<file path="config.mk">
export PLATFORM = sky130hd
export DESIGN_NAME = codec_dac_serializer_flat
export DESIGN_NICKNAME = d
export VERILOG_FILES = /design/src/rtl/codec_dac_serializer_pkg.sv /design/src/rtl/codec_dac_serializer_if.sv /design/src/rtl/codec_sample_fifo.sv /design/src/rtl/codec_dac_serializer.sv /design/src/flat_wrapper.sv
export SDC_FILE = /design/constraint.sdc
export NUM_CORES = 1
export LEC_CHECK = 0
export ABC_AREA = 1
export CORE_UTILIZATION = 44
export CTS_CLUSTER_SIZE = 14
export DETAILED_ROUTE_END_ITERATION = 6
export PLACE_DENSITY = 0.62
export SYNTH_ARGS = -nofsm -noshare
export SYNTH_HDL_FRONTEND = slang
export SYNTH_HIERARCHICAL = 1
export SYNTH_SLANG_ARGS = --single-unit
</file>
<file path="constraint.sdc">
create_clock -name clk -period 37.6 [get_ports clk]
set_input_delay 7.52 -clock clk [delete_from_list [all_inputs] [get_ports clk]]
set_output_delay 7.52 -clock clk [all_outputs]
set_load 0.01 [all_outputs]
</file>
<file path="src/rtl/codec_dac_serializer_pkg.sv">
// Shared definitions for the WM8731 DAC serializer.
// Audio format codes and serializer FSM states.
package codec_dac_serializer_pkg;

    typedef enum logic [1:0] {
        MODE_I2S = 2'd0,
        MODE_LJ  = 2'd1,
        MODE_RJ  = 2'd2,
        MODE_RSV = 2'd3
    } mode_e;

    typedef enum logic {
        IDLE = 1'b0,
        RUN  = 1'b1
    } state_e;

endpackage

</file>
<file path="src/rtl/codec_dac_serializer_if.sv">
// Stereo frame push bus into the DAC serializer.
// The master offers a left/right pair; the slave accepts when not full.
interface codec_dac_serializer_if #(
    parameter int DATA_W = 24
);
    logic              s_valid;
    logic              s_ready;
    logic [DATA_W-1:0] s_left;
    logic [DATA_W-1:0] s_right;

    modport master (
        output s_valid,
        output s_left,
        output s_right,
        input  s_ready
    );

    modport slave (
        input  s_valid,
        input  s_left,
        input  s_right,
        output s_ready
    );
endinterface

</file>
<file path="src/rtl/codec_sample_fifo.sv">
// Synchronous stereo-frame FIFO.
// Pushes while full and pops while empty are ignored.
module codec_sample_fifo #(
    parameter int WIDTH = 48,
    parameter int DEPTH = 8
) (
    input  logic                       clk,
    input  logic                       rst,
    input  logic                       push,
    input  logic                       pop,
    input  logic [WIDTH-1:0]           din,
    output logic [WIDTH-1:0]           dout,
    output logic [$clog2(DEPTH+1)-1:0] level,
    output logic                       full,
    output logic                       empty
);
    localparam int AW = $clog2(DEPTH);
    localparam int LW = $clog2(DEPTH+1);

    logic [WIDTH-1:0] mem_q [DEPTH];
    logic [WIDTH-1:0] mem_d [DEPTH];
    logic [AW-1:0]    wr_q, wr_d;
    logic [AW-1:0]    rd_q, rd_d;
    logic [LW-1:0]    level_q, level_d;
    logic             do_push;
    logic             do_pop;

    assign full    = (level_q == LW'(DEPTH));
    assign empty   = (level_q == '0);
    assign do_push = push & ~full;
    assign do_pop  = pop & ~empty;
    assign dout    = mem_q[rd_q];
    assign level   = level_q;

    // Next storage, pointer and occupancy from accepted push/pop.
    always_comb begin
        mem_d   = mem_q;
        wr_d    = wr_q;
        rd_d    = rd_q;
        level_d = level_q;
        if (do_push) begin
            mem_d[wr_q] = din;
            wr_d        = wr_q + AW'(1);
        end
        if (do_pop) begin
            rd_d = rd_q + AW'(1);
        end
        case ({do_push, do_pop})
            2'b10:   level_d = level_q + LW'(1);
            2'b01:   level_d = level_q - LW'(1);
            default: level_d = level_q;
        endcase
    end

    // FIFO state registers; reset empties the queue.
    always_ff @(posedge clk or posedge rst) begin
        if (rst) begin
            mem_q   <= '{default: '0};
            wr_q    <= '0;
            rd_q    <= '0;
            level_q <= '0;
        end else begin
            mem_q   <= mem_d;
            wr_q    <= wr_d;
            rd_q    <= rd_d;
            level_q <= level_d;
        end
    end

endmodule

</file>
<file path="src/rtl/codec_dac_serializer.sv">
// WM8731 master-mode DAC serializer: BCLK/DACLRC/DACDAT generation
// from buffered stereo frames, with I2S/LJ/RJ formats and underrun count.
module codec_dac_serializer
    import codec_dac_serializer_pkg::*;
#(
    parameter int DATA_W   = 24,
    parameter int SLOT_W   = 32,
    parameter int DEPTH    = 8,
    parameter int BCLK_DIV = 8
) (
    input  logic                       clk,
    input  logic                       rst,
    input  logic                       en,
    input  logic [1:0]                 mode,
    codec_dac_serializer_if.slave      s,
    output logic                       dac_bclk,
    output logic                       dac_lrc,
    output logic                       dac_dat,
    output logic [$clog2(DEPTH+1)-1:0] fifo_level,
    output logic                       underrun,
    output logic [15:0]                underrun_cnt
);
    localparam int BW = $clog2(2*SLOT_W);
    localparam int DW = (BCLK_DIV > 1) ? $clog2(BCLK_DIV) : 1;
    localparam int IW = $clog2(DATA_W);

    state_e            state_q, state_d;
    mode_e             mode_q, mode_d;
    logic [DW-1:0]     div_q, div_d;
    logic [BW-1:0]     b_q, b_d;
    logic              bclk_q, bclk_d;
    logic              lrc_q, lrc_d;
    logic              dat_q, dat_d;
    logic [DATA_W-1:0] left_q, left_d;
    logic [DATA_W-1:0] right_q, right_d;
    logic              und_q, und_d;
    logic [15:0]       ucnt_q, ucnt_d;

    logic [BW-1:0]       b_nx;
    logic                start;
    logic                stop;
    logic                fifo_push;
    logic                fifo_pop;
    logic                fifo_full;
    logic                fifo_empty;
    logic [2*DATA_W-1:0] fifo_dout;

    // Offset of bit index b inside its channel slot.
    function automatic logic [BW-1:0] slot_k(input logic [BW-1:0] b);
        return (b >= BW'(SLOT_W)) ? b - BW'(SLOT_W) : b;
    endfunction

    // Serial bit for slot offset k under the given format; 0 outside the sample.
    function automatic logic data_bit(
        input logic [DATA_W-1:0] smp,
        input mode_e             md,
        input logic [BW-1:0]     k
    );
        logic          hit;
        logic [BW-1:0] pos;
        case (md)
            MODE_LJ: begin
                hit = (k < BW'(DATA_W));
                pos = BW'(DATA_W-1) - k;
            end
            MODE_RJ: begin
                hit = (k >= BW'(SLOT_W-DATA_W));
                pos = BW'(SLOT_W-1) - k;
            end
            default: begin
                hit = (k != '0) && (k <= BW'(DATA_W));
                pos = BW'(DATA_W) - k;
            end
        endcase
        return hit & smp[IW'(pos)];
    endfunction

    assign s.s_ready = ~fifo_full;
    assign fifo_push = s.s_valid & ~fifo_full;

    codec_sample_fifo #(
        .WIDTH (2*DATA_W),
        .DEPTH (DEPTH)
    ) u_fifo (
        .clk   (clk),
        .rst   (rst),
        .push  (fifo_push),
        .pop   (fifo_pop),
        .din   ({s.s_left, s.s_right}),
        .dout  (fifo_dout),
        .level (fifo_level),
        .full  (fifo_full),
        .empty (fifo_empty)
    );

    // Next-state, BCLK divider, bit sequencing and frame start/stop.
    always_comb begin
        state_d  = state_q;
        mode_d   = mode_q;
        div_d    = div_q;
        b_d      = b_q;
        bclk_d   = bclk_q;
        lrc_d    = lrc_q;
        dat_d    = dat_q;
        left_d   = left_q;
        right_d  = right_q;
        und_d    = 1'b0;
        ucnt_d   = ucnt_q;
        fifo_pop = 1'b0;
        start    = 1'b0;
        stop     = 1'b0;
        b_nx     = b_q + BW'(1);

        case (state_q)
            IDLE: begin
                bclk_d = 1'b0;
                lrc_d  = 1'b0;
                dat_d  = 1'b0;
                div_d  = '0;
                b_d    = '0;
                start  = en;
            end
            RUN: begin
                if (div_q == DW'(BCLK_DIV-1)) begin
                    div_d  = '0;
                    bclk_d = ~bclk_q;
                    // BCLK falling edge: advance to the next bit.
                    if (bclk_q) begin
                        if (b_q == BW'(2*SLOT_W-1)) begin
                            start = en;
                            stop  = ~en;
                        end else begin
                            b_d   = b_nx;
                            lrc_d = (b_nx >= BW'(SLOT_W));
                            dat_d = data_bit(lrc_d ? right_q : left_q,
                                             mode_q, slot_k(b_nx));
                        end
                    end
                end else begin
                    div_d = div_q + DW'(1);
                end
            end
            default: state_d = IDLE;
        endcase

        // A pop only sees frames already stored before this edge.
        if (start) begin
            state_d = RUN;
            div_d   = '0;
            b_d     = '0;
            bclk_d  = 1'b0;
            lrc_d   = 1'b0;
            mode_d  = mode_e'(mode);
            if (!fifo_empty) begin
                fifo_pop          = 1'b1;
                {left_d, right_d} = fifo_dout;
            end else begin
                left_d  = '0;
                right_d = '0;
                und_d   = 1'b1;
                if (ucnt_q != 16'hFFFF) begin
                    ucnt_d = ucnt_q + 16'd1;
                end
            end
            dat_d = data_bit(left_d, mode_d, '0);
        end

        if (stop) begin
            state_d = IDLE;
            bclk_d  = 1'b0;
            lrc_d   = 1'b0;
            dat_d   = 1'b0;
            div_d   = '0;
            b_d     = '0;
        end
    end

    // Serializer registers; reset discards any partial frame.
    always_ff @(posedge clk or posedge rst) begin
        if (rst) begin
            state_q <= IDLE;
            mode_q  <= MODE_I2S;
            div_q   <= '0;
            b_q     <= '0;
            bclk_q  <= 1'b0;
            lrc_q   <= 1'b0;
            dat_q   <= 1'b0;
            left_q  <= '0;
            right_q <= '0;
            und_q   <= 1'b0;
            ucnt_q  <= '0;
        end else begin
            state_q <= state_d;
            mode_q  <= mode_d;
            div_q   <= div_d;
            b_q     <= b_d;
            bclk_q  <= bclk_d;
            lrc_q   <= lrc_d;
            dat_q   <= dat_d;
            left_q  <= left_d;
            right_q <= right_d;
            und_q   <= und_d;
            ucnt_q  <= ucnt_d;
        end
    end

    assign dac_bclk     = bclk_q;
    assign dac_lrc      = lrc_q;
    assign dac_dat      = dat_q;
    assign underrun     = und_q;
    assign underrun_cnt = ucnt_q;

endmodule

</file>
<file path="src/flat_wrapper.sv">
// flat-port wrapper written by rule: the top's interface ports become plain ports
module codec_dac_serializer_flat import codec_dac_serializer_pkg::*;
#(
    parameter int DATA_W   = 24,
    parameter int SLOT_W   = 32,
    parameter int DEPTH    = 8,
    parameter int BCLK_DIV = 8
)
  (clk, rst, en, mode, dac_bclk, dac_lrc, dac_dat, fifo_level, underrun, underrun_cnt, s_s_valid, s_s_left, s_s_right, s_s_ready);
  codec_dac_serializer_if #(.DATA_W(DATA_W)) s_i ();
  input  logic clk;
  input  logic rst;
  input  logic en;
  input  logic [1:0] mode;
  output logic dac_bclk;
  output logic dac_lrc;
  output logic dac_dat;
  output logic [$clog2(DEPTH+1)-1:0] fifo_level;
  output logic underrun;
  output logic [15:0] underrun_cnt;
  input wire logic [$bits(s_i.s_valid)-1:0] s_s_valid;
  input wire logic [$bits(s_i.s_left)-1:0] s_s_left;
  input wire logic [$bits(s_i.s_right)-1:0] s_s_right;
  output wire logic [$bits(s_i.s_ready)-1:0] s_s_ready;
  assign s_i.s_valid = s_s_valid;
  assign s_i.s_left = s_s_left;
  assign s_i.s_right = s_s_right;
  assign s_s_ready = s_i.s_ready;
  codec_dac_serializer #(.DATA_W(DATA_W), .SLOT_W(SLOT_W), .DEPTH(DEPTH), .BCLK_DIV(BCLK_DIV)) u_core (.clk(clk), .rst(rst), .en(en), .mode(mode), .s(s_i), .dac_bclk(dac_bclk), .dac_lrc(dac_lrc), .dac_dat(dac_dat), .fifo_level(fifo_level), .underrun(underrun), .underrun_cnt(underrun_cnt));
endmodule
</file>
* Word level (Yosys, flattened, before mapping)
Cells that the tools add are included.
** Cells by class
- Add/subtract/negate cells :: 11
- Multiply operators :: 0
- Divide/modulo/power cells :: 0
- $lt $le $gt $ge :: 9
- Equal/unequal tests :: 13
- Shift operators :: 0
- Multiplexer cells :: 70
- Bitwise logic cells :: 12
- Reductions and logical operators :: 8
** Operators by type and width (count)
- 384-bit bitwise mux :: 1
- 48-bit binary-select mux with 3-bit select :: 1
- 48-bit demux with 3-bit select :: 1
- 48-bit two-way mux :: 3
- 24-bit two-way mux :: 4
- 6-bit two-way mux :: 6
- 1-bit two-way mux :: 34
- 5-bit two-way mux :: 5
- 16-bit by 1-bit adder with 16-bit output, second input constant :: 1
- 16-bit inequality test, second input constant :: 1
- 4-bit case mux with 2 select lines :: 2
- 5-bit subtractor, first input constant :: 3
- 5-bit by 6-bit < comparator with 1-bit output, second input constant :: 2
- 4-bit inequality test, second input constant :: 3
- 6-bit case mux with 2 select lines :: 1
- 1-bit binary-select mux with 5-bit select :: 2
- 1-bit case mux with 2 select lines :: 5
- 5-bit case mux with 2 select lines :: 1
- 3-bit by 1-bit adder with 3-bit output, second input constant :: 3
- 3-bit two-way mux :: 3
- 4-bit >= comparator, second input constant :: 2
- 3-bit inverter with 4-bit output :: 2
- 6-bit by 1-bit adder with 6-bit output, second input constant :: 1
- 2-bit by 1-bit equality test with 1-bit output, second input constant :: 3
- other kinds (20) :: 33
** Word-level totals
- Register bits :: 474
- Bits in latches :: 0
- RAM bits :: 0
- Bits in read-only memories :: 0
- Input port bits :: 54
- Output and inout bits :: 25
- Logic and storage cells :: 145
- Memories :: 0

* Logic depth before layout (Yosys ltp)
Gate-level depths: netlist of the first run.
- Depth after elaboration :: 18
- Gate-level depth with buffers :: 22

* Modules after synthesis
Netlist of the first run, hierarchy kept.
** Modules (own cells, without submodules)
- codec_sample_fifo :: instances 1, cells each 3116, area an instance 21396.8 um^2, sequential area each 9859.5 um^2
- codec_dac_serializer :: instances 1, cells each 447, area an instance 4080.2 um^2, sequential area each 2001.9 um^2

* Worst setup path before layout of the first run
OpenSTA, ideal clock, no wires.
- Kind :: input-to-reg
- From :: in s_s_valid
- To :: reg u_core.u_fifo.level_q[3], in the netlist u_core/u_fifo/level[3]
- Data arrival time :: 9.292 ns
- Data required time :: 37.483 ns
- Setup slack :: 28.191 ns
- Stages on the path :: 13
- Cell sequence :: inv_1 > nor2_1 > buf_2 > buf_2 > buf_2 > nand2_1 > ha_1 > ha_1 > or2_2 > nand2_1 > nand2_1 > nand3_1 > nand2_1
** Between the ends
- Word-level cells in the longest chain between the ends :: 4
- Elaborated cells between the ends (all ways) :: 6
- Those cells by class :: 2 x eq/ne; 1 x mux; 2 x bitwise; 1 x reduce/logical
** RTL lines
- from (decl) :: line flat_wrapper.sv:21 : input wire logic [$bits(s_i.s_valid)-1:0] s_s_valid;
- 1-bit AND * :: line codec_dac_serializer.sv:79 : assign fifo_push = s.s_valid & ~fifo_full;
- named net u_core.fifo_push :: line codec_dac_serializer.sv:42 : logic fifo_push;
- 1-bit AND * :: line codec_sample_fifo.sv:30 : assign do_push = push & ~full;
- 2-bit by 1-bit equality test with 1-bit output / 2-bit equality test (equally long branches) :: line codec_sample_fifo.sv:48 : case ({do_push, do_pop})
- 4-bit case mux with 2 select lines / 2-bit nonzero test (equally long branches)
- to (signal assigned) :: line codec_sample_fifo.sv:66 : level_q <= level_d;
- to (decl) :: line codec_sample_fifo.sv:24 : logic [LW-1:0] level_q, level_d;
Mark *: on every way through the listed nets, which the timed path passes. The rest lies on a longest branch.
A chain may end at the register's enable or synchronous reset.

* Worst setup path in the final report of the first run
- From :: in en
- To :: reg u_core.u_fifo.level_q[3], in the netlist u_core/u_fifo/level[3]
** Between the ends
- Word-level cells in the longest chain between the ends :: 8
- Elaborated cells between the ends (all ways) :: 10
- Those cells by class :: 2 x eq/ne; 6 x mux; 1 x bitwise; 1 x reduce/logical
** RTL lines
- from (decl) :: line flat_wrapper.sv:13 : input logic en;
- 1-bit two-way mux :: line codec_dac_serializer.sv:129 : if (b_q == BW'(2*SLOT_W-1)) begin
- 1-bit two-way mux :: line codec_dac_serializer.sv:128 : if (bclk_q) begin
- 1-bit two-way mux :: line codec_dac_serializer.sv:124 : if (div_q == DW'(BCLK_DIV-1)) begin
- 1-bit case mux with 2 select lines * :: line codec_dac_serializer.sv:114 : case (state_q)
- 1-bit two-way mux * :: line codec_dac_serializer.sv:147 : if (start) begin
- 1-bit AND * :: line codec_sample_fifo.sv:31 : assign do_pop = pop & ~empty;
- named net u_core.u_fifo.do_pop :: line codec_sample_fifo.sv:26 : logic do_pop;
- 2-bit by 1-bit equality test with 1-bit output / 2-bit equality test (equally long branches) :: line codec_sample_fifo.sv:48
- 4-bit case mux with 2 select lines / 2-bit nonzero test (equally long branches)
Marked as above.

==> metrics.cfg, run 1 <==
[status]
status = finished, final reports clean

[global_route]
track_usage = 0.260
grt_max_degree = 171
grt_pass1_wl_mm = 122
grt_overflow = 0
antenna_found_initial = 2
grt_pass1_vias = 21200

[critical_path]
crit_start = en
crit_required_ns = 38.08
crit_slowest_cell = nor2_4
crit_chain = clkdlybuf4s50_1 > inv_1 > nor2_2 > inv_2 > buf_4 > nor2_4 > nand2_1 > inv_1 > ha_1 > ha_1 > or2_2 > nand2_1 > nand2_1 > nand3_1 > nand2_1
worstSetupPathType = in -> reg
path_max_fanout = 47
critPathLaunchType = input pin
cpMostUsedCell = nand2_1
critical_path.top_delay_family = simple AND/OR/NAND/NOR gates
max_stage_delay_ns = 0.84
r2r-start = u_core/div_q[0]
worst_setup_path_end_kind = register
crit_arrival_ns = 11.23
cp_num_buf_inv = 5

[clock_network]
cts_buffers = 53
cts_setup_buffers = 0
cts_sinks = 474
clk_path_buf_depth = 3
cts.clk_slew.worst_paths_ns = 0.06
cts_max_level = 2
cts_tree = yes
clk_latency_ns = 0.61
postCtsHoldBufs = 0
cts_root_buf = clkbuf_16
cts_resized = 0

[power_and_ir_drop]
fin_total_pwr_w = 0.00192
switching_share = 0.385
switching_power_w = 0.000739
p_leak_nw = 14.4
p_int_w = 0.00118
p_clk_frac = 0.267
p_seq_frac = 0.415
irDropWorstVdd_uv = 40.2
power_frac_comb = 0.319
p_per_area_nw_per_um2 = 68.6

[sta]
finClkSkew_ns = 0.0225
timing.fmax_mhz = 93.0
setup_viol = 0
rsz0062_at_grt = no
hold_viol_final = 0
worstMarginPinSlew_ns = 1.12
period_share = 0.286
slew_headroom = 0.254
drv_slew = 0
min_period_ns = 10.75
tns_ns = 0

[synthesis]
synth_seq_cells = 474
yosysWarnings = 6
ys_seq_area_frac = 0.466
avgSynthCellArea_um2 = 7.15
syn_area_um2 = 25500
synth_nets = 3636
yosys.area.top_type = dfrtp_1
yosys.area.top_type_share = 0.466
synth-edff-count = 0
synth_ff_type = dfrtp_1
async_flop_share = 1.00
postSynthCellCount = 3563
ys_types = 39
ys_top_cells_by_area = dfrtp_1 (47%), nand2_1 (22%), nand4_1 (9.5%)

[detailed_routing]
ant_nets = 0
num_vias = 22300
firstDrtPassIters = 5
wl_per_cell_um = 18.0
drc = 0
totalWireLength_mm = 76.0
viasPerCell = 5.28
drtIter0Drc = 2205

[layout]
fin_area_um2 = 28000
finalNonFillerCells = 4230
final_core_util = 0.492
multi_input_area_um2 = 11300
fin_nets = 3501
regArea_um2 = 11900
layout-drive-gt1-share = 0.0498
fillers = 5691
area_growth_pct = 9.73

[hold_path]
hold_start = u_core/div_q[0]
hold_path.class = reg -> reg

[die]
io-pin-count = 79
rows = 87
die_w_um = 243
core_um2 = 56800
fp.dieH_um = 243
dieArea_um2 = 58900
start_util = 0.448

[place]
gp_congestion = 0.887
io_buffers = 78
dp.cells = 4129
place_hpwl_mm = 41.2
place_area_um2 = 26300

[flow_run]
drv_cap = 0

[cells in the mapped netlist (2+ instances only)]
cell type and number:
ha_1 18, o21ai_0 21, buf_2 163, xnor2_1 13
o21ai_1 3, clkbuf_2 20, o22ai_1 3, nand2_2 4
o211ai_1 4, nor2_1 415, dfrtp_1 474, buf_4 12
a22o_1 43, nand3_1 74, inv_2 8, nor3_1 5
a21oi_1 3, nand2_1 1504, xor2_1 8, nand3_2 3
nand4_1 387, nor2_2 4, inv_1 246, clkbuf_1 71
clkinv_1 2, nor3_2 2, buf_1 41
[final cells by class]
class	instances	share of cell area
Clock inverter	15	0.00407
Tap cell	756	0.0338
Timing Repair Buffer	118	0.0400
Antenna cell	2	0.000179
Clock buffer	84	0.0566
Inverter	257	0.0350
Multi-Input combinational cell	2524	0.406
Sequential cell	474	0.425
[worst paths after layout]
| check | slack, ns | depth (start not counted) | endpoint |
|---|---|---|---|
| max | 26.85 | 15 | u_core/u_fifo/level[3] |
| min | 0.45 | 1 | u_core/div_q[0] |
| max reg2reg | 33.19 | 20 | u_core/u_fifo/level[3] |
| min reg2reg | 0.45 | 1 | u_core/div_q[0] |
| max in group asynchronous | 27.83 | 4 | u_core/u_fifo/rd_q[2] |
| min in group asynchronous | 7.36 | 2 | u_core/underrun_cnt[7] |
[cell usage in the layout, fill, tap and decap left out, types with 3 or more instances in the layout]
| cell | Yosys | final |
|---|---|---|
| a21oi_1 | 3 | 3 |
| a22o_1 | 43 | 43 |
| buf_12 | 0 | 3 |
| buf_4 | 12 | 37 |
| clkbuf_1 | 71 | 17 |
| clkbuf_16 | 0 | 53 |
| clkbuf_8 | 0 | 14 |
| clkdlybuf4s50_1 | 0 | 78 |
| clkinv_2 | 1 | 12 |
| dfrtp_1 | 474 | 471 |
| ha_1 | 18 | 18 |
| inv_1 | 246 | 243 |
| inv_2 | 8 | 9 |
| inv_6 | 0 | 3 |
| nand2_1 | 1504 | 1504 |
| nand2_2 | 4 | 4 |
| nand3_1 | 74 | 67 |
| nand3_2 | 3 | 7 |
| nand3_4 | 0 | 3 |
| nand4_1 | 387 | 387 |
| nor2_1 | 415 | 406 |
| nor2_2 | 4 | 3 |
| nor2_4 | 1 | 11 |
| nor3_1 | 5 | 5 |
| o211ai_1 | 4 | 4 |
| o21ai_0 | 21 | 21 |
| o21ai_1 | 3 | 3 |
| o22ai_1 | 3 | 3 |
| xnor2_1 | 13 | 13 |
| xor2_1 | 8 | 8 |
[flip-flops by register name, indices dropped and copies added (netlist names), 2 cells and up]
| name | flops |
|---|---|
| u_core/b_q | 6 |
| u_core/div_q | 3 |
| u_core/left_q | 24 |
| u_core/mode_q | 2 |
| u_core/right_q | 24 |
| u_core/u_fifo/level | 4 |
| u_core/u_fifo/mem_q | 384 |
| u_core/u_fifo/rd_q | 3 |
| u_core/u_fifo/wr_q | 3 |
| u_core/underrun_cnt | 16 |
[per-layer routing]
layer  track usage  share of wire
met1         0.366           0.45
met5             0              0
met2         0.419           0.47
met4        0.0744          0.026
met3        0.0363          0.050
[cells by family after synthesis]
logic type               share of synthesized area
AND/OR/NAND/NOR                              0.400
XOR/XNOR                                   0.00722
flip-flops                                   0.466
adder cells (fa/ha/maj)                    0.00963
buffers and inverters                       0.0943
AO/OA/AOI/OAI                               0.0233
[power by group through the flow]
stage	sequential, W	combinational (W)	clock [W]
final	0.000795	0.000611	0.000512
after global routing	0.000819	0.000702	0.000543
after CTS	0.000794	0.000611	0.000523
after detailed placement	0.000800	0.000609	0
after global placement	0.000796	0.000597	0
after floorplan	0.000781	0.000440	0
[metrics by stage]
step	setup slack, ns	hold slack (ns)
2_1_floorplan	19.13	0.413
6_report	26.85	0.445
4_1_cts	26.90	0.444
3_3_place_gp	26.25	0.429
5_1_grt	26.52	0.469
3_5_place_dp	26.28	0.428
(Power assumes the default switching activity.)
==> run 2, diff against run 1 <==
- clock period: 37.6 -> 10.8 ns (I/O delays scaled with it)
==> run 2 against run 1 <==
Worst hold slack got worse by 0.0011 ns. Die area is the same. Non-clock buffer count decreased by 4. Count of clock-buffer cells in the layout is 5 lower. Global-route usage decreased by 0.44 points. Via count down 0.68%. Wire length shrank 1.2%. Combinational power rose to 3.4 times the previous value. First-iteration DRC count down 1.8%. Critical path type unchanged. Critical endpoint unchanged. Largest power group unchanged.
==> metrics.cfg, run 2 (synthesized netlist as in run 1, its figures left out) <==
[detailed_routing]
drtIter0Drc = 2166  ; -1.8%
num_vias = 22200  ; -0.68%
firstDrtPassIters = 5  ; unchanged
drc = 0  ; unchanged
ant_nets = 0  ; unchanged
totalWireLength_mm = 75.1  ; -1.2%
wl_per_cell_um = 17.8  ; -0.99%
viasPerCell = 5.25  ; -0.46%

[global_route]
grt_pass1_wl_mm = 121  ; -0.70%
grt_pass1_vias = 21200  ; -0.090%
track_usage = 0.256  ; -0.00445
grt_max_degree = 229  ; +34%
antenna_found_initial = 1  ; -1
grt_overflow = 0  ; unchanged

[place]
gp_congestion = 0.875  ; -1.4%
io_buffers = 78  ; unchanged
dp.cells = 4125  ; -0.097%
place_hpwl_mm = 41.1  ; -0.29%

[sta]
period_share = 0.504
hold_viol_final = 0  ; unchanged
setup_viol = 0  ; unchanged
min_period_ns = 5.44
slew_headroom = 0.248  ; -0.00522
finClkSkew_ns = 0.0133  ; -0.00914 ns
worstMarginPinSlew_ns = 1.13  ; +0.00782 ns
tns_ns = 0  ; unchanged
rsz0062_at_grt = no
timing.fmax_mhz = 184
drv_slew = 0  ; unchanged

[die]
dieArea_um2 = 58900  ; unchanged
die_w_um = 243  ; unchanged
fp.dieH_um = 243  ; unchanged
io-pin-count = 79  ; unchanged
rows = 87  ; unchanged
core_um2 = 56800  ; unchanged
start_util = 0.448  ; unchanged

[critical_path]
crit_arrival_ns = 5.93  ; -5.30 ns
worstSetupPathType = in -> reg
path_max_fanout = 47  ; unchanged
worst_setup_path_end_kind = register
critPathLaunchType = input pin
rr_worst_depth = 19  ; -5.0%
crit_required_ns = 11.29  ; -26.79 ns

[clock_network]
postCtsHoldBufs = 0  ; unchanged
cts_setup_buffers = 0  ; unchanged
cts.clk_slew.worst_paths_ns = 0.06  ; about the same
cts_max_level = 2  ; unchanged
cts_resized = 0  ; unchanged
cts_sinks = 474  ; unchanged
cts_buffers = 52  ; -1.9%
clk_path_buf_depth = 3  ; unchanged
cts_tree = yes
cts_root_buf = clkbuf_16
clk_latency_ns = 0.60  ; about the same

[layout]
fillers = 5759  ; +1.2%
fin_nets = 3496  ; -0.14%
final_core_util = 0.491  ; -0.000639
mostFrequentLayoutCell = nand2_1
finalNonFillerCells = 4221  ; -0.21%
largest_reg_flops = 384  ; unchanged
regArea_um2 = 11900  ; unchanged
multi_input_area_um2 = 11300  ; about the same
mostFrequentLayoutCells = nand2_1 (1504), dfrtp_1 (471), nor2_1 (406)
area_growth_pct = 9.59
reg_top3 = u_core/u_fifo/mem_q x384, u_core/left_q x24, u_core/right_q x24
top_register = u_core/u_fifo/mem_q
layout-drive-gt1-share = 0.0494  ; -0.000462

[power_and_ir_drop]
p_leak_nw = 14.3  ; about the same
irDropWorstVdd_uv = 124  ; +210%
p_per_area_nw_per_um2 = 237  ; +250%

[flow_run]
drv_cap = 0  ; unchanged

[hold_path]
hold_path.class = reg -> reg
hold_depth = 1  ; unchanged

[status]
status = finished, final reports clean

run 2: critical path, stage by stage:
cell	delay, ns
clkdlybuf4s50_1	0.46
inv_1	0.07
nor2_2	0.40
inv_2	0.04
buf_4	0.30
nor2_4	0.89
nand2_1	0.30
inv_1	0.21
ha_1	0.25
ha_1	0.28
or2_2	0.31
nand2_1	0.07
nand2_1	0.04
nand3_1	0.06
nand2_1	0.05
run 2: power by group:
| group | switching [W] | internal, W | leakage [nW] |
|---|---|---|---|
| registers | 0.000337 | 0.00242 | 6.05 |
| clock network | 0.000748 | 0.00102 | 0.847 |
| logic | 0.00145 | 0.000649 | 7.44 |
run 2: through the flow:
step / cell area (um^2) / power [W] / hold slack [ns] / setup WS [ns]
floorplan: 25500 / 0.00425 / 0.413 / 3.34
global placement: 26200 / 0.00483 / 0.434 / 4.83
detailed placement: 26200 / 0.00488 / 0.428 / 4.82
CTS: 27900 / 0.00667 / 0.444 / 5.43
global route: 27900 / 0.00714 / 0.479 / 5.13
finish: 27900 / 0.00663 / 0.444 / 5.36
run 2: final cells by class:
type,instances,area share
tap,756,0.0339
clock inverter,16,0.00376
timing repair buffer,114,0.0399
antenna,1,0.0000896
clock buffer,79,0.0564
sequential,474,0.425
inverter,257,0.0349
multi-input combinational,2524,0.406
run 2: path summary, 6_finish.rpt:
check | slack, ns | start | to
setup / recovery | 5.36 | en | u_core/u_fifo/level[3]
hold / removal | 0.44 | u_core/div_q[0] | u_core/div_q[0]
setup reg to reg | 6.35 | u_core/b_q[0] | u_core/u_fifo/level[3]
hold reg to reg | 0.44 | u_core/div_q[0] | u_core/div_q[0]
max in group asynchronous | 6.87 | rst | u_core/u_fifo/mem_q[293]
min in group asynchronous | 2.25 | rst | u_core/u_fifo/mem_q[256]
run 2: routing by layer:
| metal | vias up | share of wire | routed length, um | GRT usage |
|---|---|---|---|---|
| li1 | 11000 | - | - | - |
| met1 | 10600 | 0.45 | 33900 | 0.351 |
| met2 | 487 | 0.48 | 35800 | 0.422 |
| met3 | 111 | 0.048 | 3580 | 0.0326 |
| met4 | 0 | 0.025 | 1900 | 0.0770 |
| met5 | - | 0 | 0 | 0 |
==> run 3, diff against run 2 <==
- PLACE_DENSITY: 0.62 -> 0.65
- clock period: 10.8 -> 4.4 ns (I/O delays scaled with it)
==> run 3 against run 2 <==
Core utilization rose by 0.74 points. Register-to-register slack got worse by 5.0 ns. Sequential power rose by 150%. Final cell count rose by 0.47%. Critical path type is now reg -> out. Critical endpoint is now s_s_ready. Largest cell class unchanged. Largest power group unchanged.
==> metrics.cfg, run 3 (synthesized netlist as in run 1, its figures left out) <==
[critical_path]
r2r-start = u_core/b_q[0]
max_stage_delay_ns = 0.47  ; -0.42 ns
critPathLaunchType = register
timing.rr.end = u_core/u_fifo/level[3]
worst_setup_path_end_kind = primary output
crit_end = s_s_ready
crit_slowest_cell = clkdlybuf4s50_1
crit_start = u_core/u_fifo/level[0]
cpMostUsedCell = inv_1
rr_worst_depth = 19  ; unchanged
critical_path.top_delay_family = buffers and inverters
worstSetupPathType = reg -> out
rrSetupSlack_ns = 1.35  ; -5.00 ns
crit_required_ns = 3.52  ; -7.77 ns
path_max_fanout = 23  ; -51%
path_depth = 5  ; -10
cp_num_buf_inv = 3  ; -2
crit_arrival_ns = 2.38  ; -3.55 ns
crit_chain = nor2_1 > nand3_4 > inv_1 > inv_1 > clkdlybuf4s50_1

[power_and_ir_drop]
p_per_area_nw_per_um2 = 587  ; +150%
irDropWorstVdd_uv = 537  ; +330%
p_leak_nw = 14.5  ; +1.3%

[detailed_routing]
firstDrtPassIters = 7  ; +2
ant_nets = 0  ; unchanged
drc = 0  ; unchanged
num_vias = 22500  ; +1.5%
totalWireLength_mm = 75.0  ; -0.12%
viasPerCell = 5.30  ; +0.99%
wl_per_cell_um = 17.7  ; -0.59%
drtIter0Drc = 2246  ; +3.7%

[layout]
layout-drive-gt1-share = 0.0560  ; +0.00659
fin_nets = 3516  ; +0.57%
largest_reg_flops = 384  ; unchanged
finalNonFillerCells = 4241  ; +0.47%
antenna_cells = 0  ; -1
area_growth_pct = 11.2
mostFrequentLayoutCells = nand2_1 (1504), dfrtp_1 (471), nor2_1 (406)
top_register = u_core/u_fifo/mem_q
reg_top3 = u_core/u_fifo/mem_q x384, u_core/left_q x24, u_core/right_q x24
mostFrequentLayoutCell = nand2_1
final_core_util = 0.499  ; +0.00738

[hold_path]
hold_depth = 1  ; unchanged
hold_path.class = reg -> reg

[die]
start_util = 0.448  ; unchanged
fp.dieH_um = 243  ; unchanged
rows = 87  ; unchanged
core_um2 = 56800  ; unchanged
dieArea_um2 = 58900  ; unchanged
io-pin-count = 79  ; unchanged
die_w_um = 243  ; unchanged

[clock_network]
cts.clk_slew.worst_paths_ns = 0.06  ; about the same
clk_latency_ns = 0.62  ; +0.02 ns
cts_tree = yes
cts_sinks = 474  ; unchanged
clk_path_buf_depth = 3  ; unchanged
cts_resized = 0  ; unchanged
cts_root_buf = clkbuf_16
postCtsHoldBufs = 0  ; unchanged
cts_max_level = 2  ; unchanged
cts_buffers = 54  ; +3.8%
cts_setup_buffers = 0  ; unchanged

[sta]
setup_viol = 0  ; unchanged
worstMarginPinSlew_ns = 1.21  ; +0.0829 ns
drv_slew = 0  ; unchanged
hold_viol_final = 0  ; unchanged
finClkSkew_ns = 0.0265  ; +0.0132 ns
slew_headroom = 0.193  ; -0.0553
rsz0062_at_grt = no
timing.fmax_mhz = 307
period_share = 0.741
fin_hold_ws_ns = 0.441  ; -0.00261 ns
min_period_ns = 3.26

[global_route]
use_met1 = 0.373  ; +0.0216
use_met3 = 0.0304  ; -0.00221
busiest_layer = met2
grt_max_degree = 137  ; -40%
grt_pass1_vias = 20900  ; -1.5%
grt_overflow = 0  ; unchanged
antenna_found_initial = 1  ; unchanged
grt_pass1_wl_mm = 120  ; -1.0%
globalRouteMet2Util = 0.400  ; -0.0226
track_usage = 0.255  ; -0.00115

[place]
dp.cells = 4143  ; +0.44%
place_hpwl_mm = 40.2  ; -2.2%
gp_congestion = 0.892  ; +2.0%
io_buffers = 78  ; unchanged

[flow_run]
drv_cap = 0  ; unchanged

[status]
status = finished, final reports clean

-- run 3: cell types whose count changed in the layout (fill, tap and decap cells not counted), moves of 3 or more --
cell / delta
clkbuf_1: -3
clkbuf_8: -7
clkinvlp_4: +5
buf_4: +6
buf_12: +12
bufinv_16: +4
-- run 3: power by group --
group	internal (W)	total, W	switching, W
registers	0.00595	0.00679	0.000833
logic	0.00163	0.00520	0.00357
clock network	0.00272	0.00463	0.00192
total	0.0103	0.0166	0.00632
-- run 3: cell type report --
class / instances / area [um^2]
clock buffers: 71 / 1520
clock inverters: 27 / 299
fillers: 5596 / 28500
inverters: 257 / 973
multi-input cells: 2524 / 11300
flip-flops and latches: 474 / 11900
well taps: 756 / 946
repair buffers: 132 / 1400
-- run 3: per-stage QoR --
stage                     area (um^2)  setup slack, ns  power [W]  setup TNS [ns]
after floorplan                 25500            -1.78     0.0104         -702.05
after global placement          26500            0.989     0.0119               0
after detailed placement        26500             1.01     0.0120               0
after CTS                       28300             1.09     0.0167               0
after global routing            28300             1.01     0.0178               0
final                           28300             1.14     0.0166               0
-- run 3: how the worst min path moves through the flow --
stage,start,endpoint,slack (ns)
floorplan,u_core/div_q[0],u_core/div_q[0],0.41
global placement,u_core/div_q[0],u_core/div_q[0],0.43
detailed placement,u_core/div_q[0],u_core/div_q[0],0.43
CTS,u_core/div_q[0],u_core/div_q[0],0.45
global route,u_core/div_q[0],u_core/div_q[0],0.48
finish,u_core/div_q[0],u_core/div_q[0],0.44
-- run 3: metal layers --
| metal | up-vias | share of wire |
|---|---|---|
| li1 | 11000 | - |
| met4 | 2 | 0.022 |
| met5 | - | 0.00011 |
| met3 | 110 | 0.055 |
| met1 | 10700 | 0.46 |
| met2 | 656 | 0.46 |
